==> src/rtl/nic8_pkg.sv <==
// Shared types and defaults for the nic8 run controller: FSM state encoding
// (also the panel LED code), default address width and halt opcode.
package nic8_pkg;

  typedef enum logic [2:0] {
    ST_HALT = 3'd0,
    ST_RUN  = 3'd1,
    ST_STEP = 3'd2,
    ST_LOAD = 3'd3,
    ST_BOOT = 3'd4
  } state_e;

  localparam int         ADDR_W_DEF  = 8;
  localparam logic [7:0] HALT_OP_DEF = 8'h00;

endpackage

==> src/rtl/load_addr_counter.sv <==
// Wrapping W-bit counter; clr reloads INIT, en steps by one (down when DOWN=1).
// Registered output, one-cycle update latency, no backpressure.
module load_addr_counter #(
  parameter int         W    = 8,
  parameter bit         DOWN = 1'b0,
  parameter logic [W-1:0] INIT = '0
) (
  input  logic         clk,
  input  logic         reset,
  input  logic         clr,
  input  logic         en,
  output logic [W-1:0] cnt
);

  logic [W-1:0] cnt_d, cnt_q;

  always_comb begin
    cnt_d = cnt_q;
    if (clr) begin
      cnt_d = INIT;
    end else if (en) begin
      cnt_d = DOWN ? (cnt_q - 1'b1) : (cnt_q + 1'b1);
    end
  end

  always_ff @(posedge clk) begin
    if (reset) begin
      cnt_q <= INIT;
    end else begin
      cnt_q <= cnt_d;
    end
  end

  assign cnt = cnt_q;

endmodule

==> src/rtl/run_controller.sv <==
// nic8 run/halt/step sequencer and program loader; outputs decode from the state register,
// loader handshake is ld_ready=1 throughout LOAD. Breakpoint option: RUN_CONTROLLER_BREAKPOINT_EN.
module run_controller
  import nic8_pkg::*;
#(
  parameter int         ADDR_W      = ADDR_W_DEF,
  parameter logic [7:0] HALT_OP     = HALT_OP_DEF,
  parameter int         BOOT_CYCLES = 2
) (
  input  logic              clk,
  input  logic              reset,
  input  logic              run_req,
  input  logic              halt_req,
  input  logic              step_req,
  input  logic [7:0]        ir,
  input  logic [ADDR_W-1:0] pc,
  input  logic              ld_valid,
  input  logic [7:0]        ld_data,
  input  logic              ld_last,
  output logic              ld_ready,
  output logic              cpu_en,
  output logic              cpu_rst,
  output logic              bus_grant,
  output logic [ADDR_W-1:0] mem_addr,
  output logic              mem_we,
  output logic [7:0]        mem_wdata,
  output logic [2:0]        state
`ifdef RUN_CONTROLLER_BREAKPOINT_EN
  ,
  input  logic              bp_set,
  input  logic [ADDR_W-1:0] bp_addr,
  input  logic              bp_clear
`endif
);

  localparam int BW = (BOOT_CYCLES > 1) ? $clog2(BOOT_CYCLES) : 1;

  state_e          state_q, state_d;
  logic [BW-1:0]   boot_cnt;
  logic            xfer;
  logic            bp_hit;

  assign xfer = (state_q == ST_LOAD) && ld_valid;

  // Address restarts at 0 on every entry to LOAD because it is held clear elsewhere.
  load_addr_counter #(.W(ADDR_W), .DOWN(1'b0), .INIT('0)) u_addr_cnt (
    .clk   (clk),
    .reset (reset),
    .clr   (state_q != ST_LOAD),
    .en    (xfer),
    .cnt   (mem_addr)
  );

  load_addr_counter #(.W(BW), .DOWN(1'b1), .INIT(BW'(BOOT_CYCLES - 1))) u_boot_cnt (
    .clk   (clk),
    .reset (reset),
    .clr   (state_q != ST_BOOT),
    .en    ((state_q == ST_BOOT) && (boot_cnt != '0)),
    .cnt   (boot_cnt)
  );

`ifdef RUN_CONTROLLER_BREAKPOINT_EN
  logic              bp_armed_q, bp_armed_d;
  logic [ADDR_W-1:0] bp_addr_q, bp_addr_d;

  always_comb begin
    bp_armed_d = bp_armed_q;
    bp_addr_d  = bp_addr_q;
    if (bp_set) begin
      bp_armed_d = 1'b1;
      bp_addr_d  = bp_addr;
    end
    if (bp_clear) begin
      bp_armed_d = 1'b0;
    end
  end

  always_ff @(posedge clk) begin
    if (reset) begin
      bp_armed_q <= 1'b0;
      bp_addr_q  <= '0;
    end else begin
      bp_armed_q <= bp_armed_d;
      bp_addr_q  <= bp_addr_d;
    end
  end

  assign bp_hit = bp_armed_q && (pc == bp_addr_q);
`else
  logic unused_pc;
  assign unused_pc = ^pc;
  assign bp_hit    = 1'b0;
`endif

  always_comb begin
    state_d   = state_q;
    cpu_en    = 1'b0;
    cpu_rst   = 1'b0;
    bus_grant = 1'b0;
    ld_ready  = 1'b0;
    mem_we    = 1'b0;
    case (state_q)
      ST_BOOT: begin
        cpu_rst = 1'b1;
        if (boot_cnt == '0) state_d = ST_HALT;
      end
      ST_HALT: begin
        if (step_req)      state_d = ST_STEP;
        else if (run_req)  state_d = ST_RUN;
        else if (ld_valid) state_d = ST_LOAD;
      end
      ST_RUN: begin
        // A breakpoint suppresses the instruction at pc, so the halt opcode cannot fire with it.
        cpu_en = !bp_hit;
        if (halt_req || bp_hit || (ir == HALT_OP)) state_d = ST_HALT;
      end
      ST_STEP: begin
        cpu_en  = 1'b1;
        state_d = ST_HALT;
      end
      ST_LOAD: begin
        bus_grant = 1'b1;
        ld_ready  = 1'b1;
        mem_we    = ld_valid;
        if (ld_valid && ld_last) state_d = ST_BOOT;
        else if (halt_req)       state_d = ST_HALT;
      end
      default: state_d = ST_BOOT;
    endcase
  end

  always_ff @(posedge clk) begin
    if (reset) begin
      state_q <= ST_BOOT;
    end else begin
      state_q <= state_d;
    end
  end

  assign mem_wdata = ld_data;
  assign state     = state_q;

endmodule

==> config.mk <==
export PLATFORM = sky130hd
export DESIGN_NAME = run_controller
export DESIGN_NICKNAME = d
export VERILOG_FILES = /design/src/rtl/nic8_pkg.sv /design/src/rtl/load_addr_counter.sv /design/src/rtl/run_controller.sv
export SDC_FILE = /design/constraint.sdc
export NUM_CORES = 1
export LEC_CHECK = 0
export CORE_ASPECT_RATIO = 0.7
export CORE_UTILIZATION = 35
export CTS_CLUSTER_SIZE = 12
export DETAILED_ROUTE_END_ITERATION = 12
export DONT_BUFFER_PORTS = 1
export GPL_TIMING_DRIVEN = 0
export PLACE_DENSITY = 0.48
export SYNTH_ARGS = -nofsm -noshare
export SYNTH_HDL_FRONTEND = slang
export SYNTH_SLANG_ARGS = --single-unit
==> constraint.sdc <==
create_clock -name clk -period 3.64 [get_ports clk]
set_input_delay 0.546 -clock clk [delete_from_list [all_inputs] [get_ports clk]]
set_output_delay 0.546 -clock clk [all_outputs]
set_load 0.01 [all_outputs]
==> impl_metrics.toml, run 1 <==
[outcome]
status = "finished, final reports clean"

[sta]
slew_headroom = 0.6287
layout_min_cycle_time_ps = 2362
drv_slew = 0
fin_setup_tns_ps = 0
hold_viol = 0
timing.fmax_mhz = 423.4
fin_crit_sh = 0.6489
setup_slack_ps = 1278
tightest_slew_ps = 552.7
clock_skew_ps = 2.332
finalSetupViolations = 0
rsz0062_at_grt = "no"

[synth]
ys_warn_count = 0
ys_ff_latch = 12
yosysTopAreaCell = "dfxtp_1"
synth.avg_cell_area_sq_um = 8.508
syn-cell-area_sq_um = 680.7
ys_top_cells_by_area = "dfxtp_1 35%, buf_4 9.9%, nor2_1 7.2%, xnor2_1 5.1%, xor2_1 5.1%"
yosysSeqAreaShare = 0.3529
synth-edff-count = 0
yosys-top-cells-count = "13 x nor2_1, 12 x dfxtp_1, 9 x buf_4"
post-synth-top-area-fraction = 0.3529
synth.most_common_cell = "nor2_1"
synth.net_count = 112
synth_top_flop_cell = "dfxtp_1"
synthesis.instances = 80
async_flop_share = 0
ys_types = 29

[route]
dr.pass1.iters = 3
wl_per_cell_um = 13.02
drtAntennaViolNets = 0
route.detailed.drc = 0
drt_wl_total_mm = 1.354
via_count = 534
drt_iter0_markers = 10
viasPerCell = 5.135

[power]
combPwrFrac = 0.343
power.leakage_nw = 0.2609
p_clk_frac = 0.203
internal_power_mw = 0.2441
pwr-share-seq = 0.454
p_sw_mw = 0.1413
p_sw_frac = 0.3665
ir_worst_vdd_mv = 0.2908
total_power_mw = 0.3854
power_density_nw_per_um2 = 528.3

[layout]
layout-drive-gt1-share = 0.2289
nets = 117
antennaDiodeCount = 0
multiInputGateArea_sq_um = 347.8
areaGrowthSynthToFinish_pct = 7.169
final-seq-area_sq_um = 240.2
nFillCells = 185

[setup_path]
worstPathCellList = "clkbuf_1 > inv_1 > nor3_1 > buf_4"
worst_ep_required_time_ps = 3090
crit_fanout = 7
r2r-start = "state[1]$_SDFFE_PP0P_"
r2r_slack_ps = 1800
critical_path.top_delay_family = "buffers and inverters"
endpoint_kind = "output pin"
reg2reg_depth = 6
cp_slowest_cell = "nor3_1"
arrival_ps = 1820
cp_num_buf_inv = 3
worstSetupStartpointType = "flop"
crit_type = "reg -> out"
worst_r2r_endpoint = "u_addr_cnt.cnt[3]$_SDFFE_PP0P_"
cpPeakStageDelay_ps = 460

[hold_path]
hold_depth = 1
min_path_type = "in -> reg"
whs_endpoint = "state[1]$_SDFFE_PP0P_"
hp-start = "reset"

[clocking]
clockRootBuffer = "clkbuf_4"
clockBufferDepth = 2
cts_sinks = 12
hold_buffers = 0
clk_pin_slew_ps = 70
cts_tree = "done"
cts_made_buffers = 3
post_cts_buffers = 0
cts_resized = 0
h-tree-depth = 1
clock_latency_ps = 270

[global_routing]
grt-ovfl-total = 0
grt_pass1_wl_mm = 2.070
antenna_found_initial = 0
grt_pass1_vias = 443
grt_start_max_net_pins = 10
track_usage = 0.1492

[place]
place.gp.congestion = 0.7381
hpwl_mm = 1.076
pre_cts_ws_ps = 1593
port_buffers = 0

[floorplan]
fp.dieW_um = 54.71
die-area_sq_um = 2128
die_h_um = 38.90
rows = 12
core-area_sq_um = 1697
io-pin-count = 55
start_util = 0.4012

[run]
max_cap_violations = 0
[cell families (layout without fill, tap and decap cells)]
kind of cell             Yosys count  after routing  synth area share
AO/OA/AOI/OAI                      7              7           0.08639
XOR/XNOR                           8              8            0.1029
adder cells (fa/ha/maj)            1              1           0.01838
buffers and inverters             15             18            0.1360
flip-flops                        12             12            0.3529
multiplexers                       1              1           0.01471
AND/OR/NAND/NOR                   36             36            0.2886
[final cells by class]
type	instances	area share
inverter	2	0.01029
clock buffer	3	0.03087
buffer	13	0.1166
sequential	12	0.3293
tap	21	0.03602
multi-input combinational	53	0.4768
[sequential cells by signal (all words and copies together), names as in the netlist]
signal          flops
state               3
u_addr_cnt.cnt      8
u_boot_cnt.cnt      1
[placed cells by master, fill, tap and decap left out, drive strengths merged, types with 3 or more instances in the layout]
master,instances
nor3,3
nand2,3
clkbuf,5
dfxtp,12
nor2,13
nand4,4
xnor2,4
buf,11
nand2b,3
xor2,4
[worst max-delay path by stage]
stage | from | end | slack, ps | cells after the start
5_1_grt | state[1]$_SDFFE_PP0P_ | ld_ready | 1100 | 4
4_1_cts | state[1]$_SDFFE_PP0P_ | ld_ready | 1290 | 4
3_5_place_dp | state[1]$_SDFFE_PP0P_ | ld_ready | 1590 | 4
6_report | state[1]$_SDFFE_PP0P_ | ld_ready | 1280 | 4
3_3_place_gp | state[1]$_SDFFE_PP0P_ | ld_ready | 1580 | 4
2_1_floorplan | state[1]$_SDFFE_PP0P_ | ld_ready | 1830 | 4
[routing by layer]
| metal | routed length (um) | vias up | GRT usage |
|---|---|---|---|
| li1 | - | 273 | - |
| met1 | 726 | 230 | 0.2131 |
| met2 | 492 | 31 | 0.1837 |
| met3 | 135 | 0 | 0.09412 |
| met4 | 0 | 0 | 0.01923 |
| met5 | 0 | - | 0 |
[through the flow]
| step | hold slack (ps) | util | cells | area (sq um) |
|---|---|---|---|---|
| 2_1_floorplan | 537.4 | - | 80 | 680.7 |
| 3_3_place_gp | 574.8 | 0.4167 | 101 | 706.9 |
| 6_report | 340.9 | 0.4299 | 104 | 729.5 |
| 5_1_grt | 321.5 | 0.4299 | 104 | 729.5 |
| 4_1_cts | 329.0 | 0.4299 | 104 | 729.5 |
| 3_5_place_dp | 571.8 | 0.4167 | 101 | 706.9 |
[power groups by stage]
stage	Combinational, mW	Clock [mW]	Sequential, mW
after CTS	0.131	0.0834	0.176
after floorplan	0.112	0	0.173
final	0.132	0.0782	0.175
after global routing	0.149	0.0893	0.180
after detailed placement	0.130	0	0.179
after global placement	0.130	0	0.179
Note: power is estimated with default switching activity, not from simulation.
==> run 2: changes to the inputs <==
==> constraint.sdc (replaced) <==
create_clock -name clk -period 2.4 [get_ports clk]
set_input_delay 0.36 -clock clk [delete_from_list [all_inputs] [get_ports clk]]
set_output_delay 0.36 -clock clk [all_outputs]
set_load 0.01 [all_outputs]
==> results of run 2 <==
Same layout as run 1 (identical final DEF). Status: finished, final reports clean.
Main changes from that run: setup slack after placement 1593 ps -> 538.6 ps; setup slack after layout 1278 ps -> 223.9 ps; hold slack 340.9 ps -> 154.9 ps; register-to-register setup slack 1800 ps -> 560 ps; total power 0.3854 mW -> 0.5845 mW; worst IR drop on VDD 0.2908 mV -> 0.4411 mV
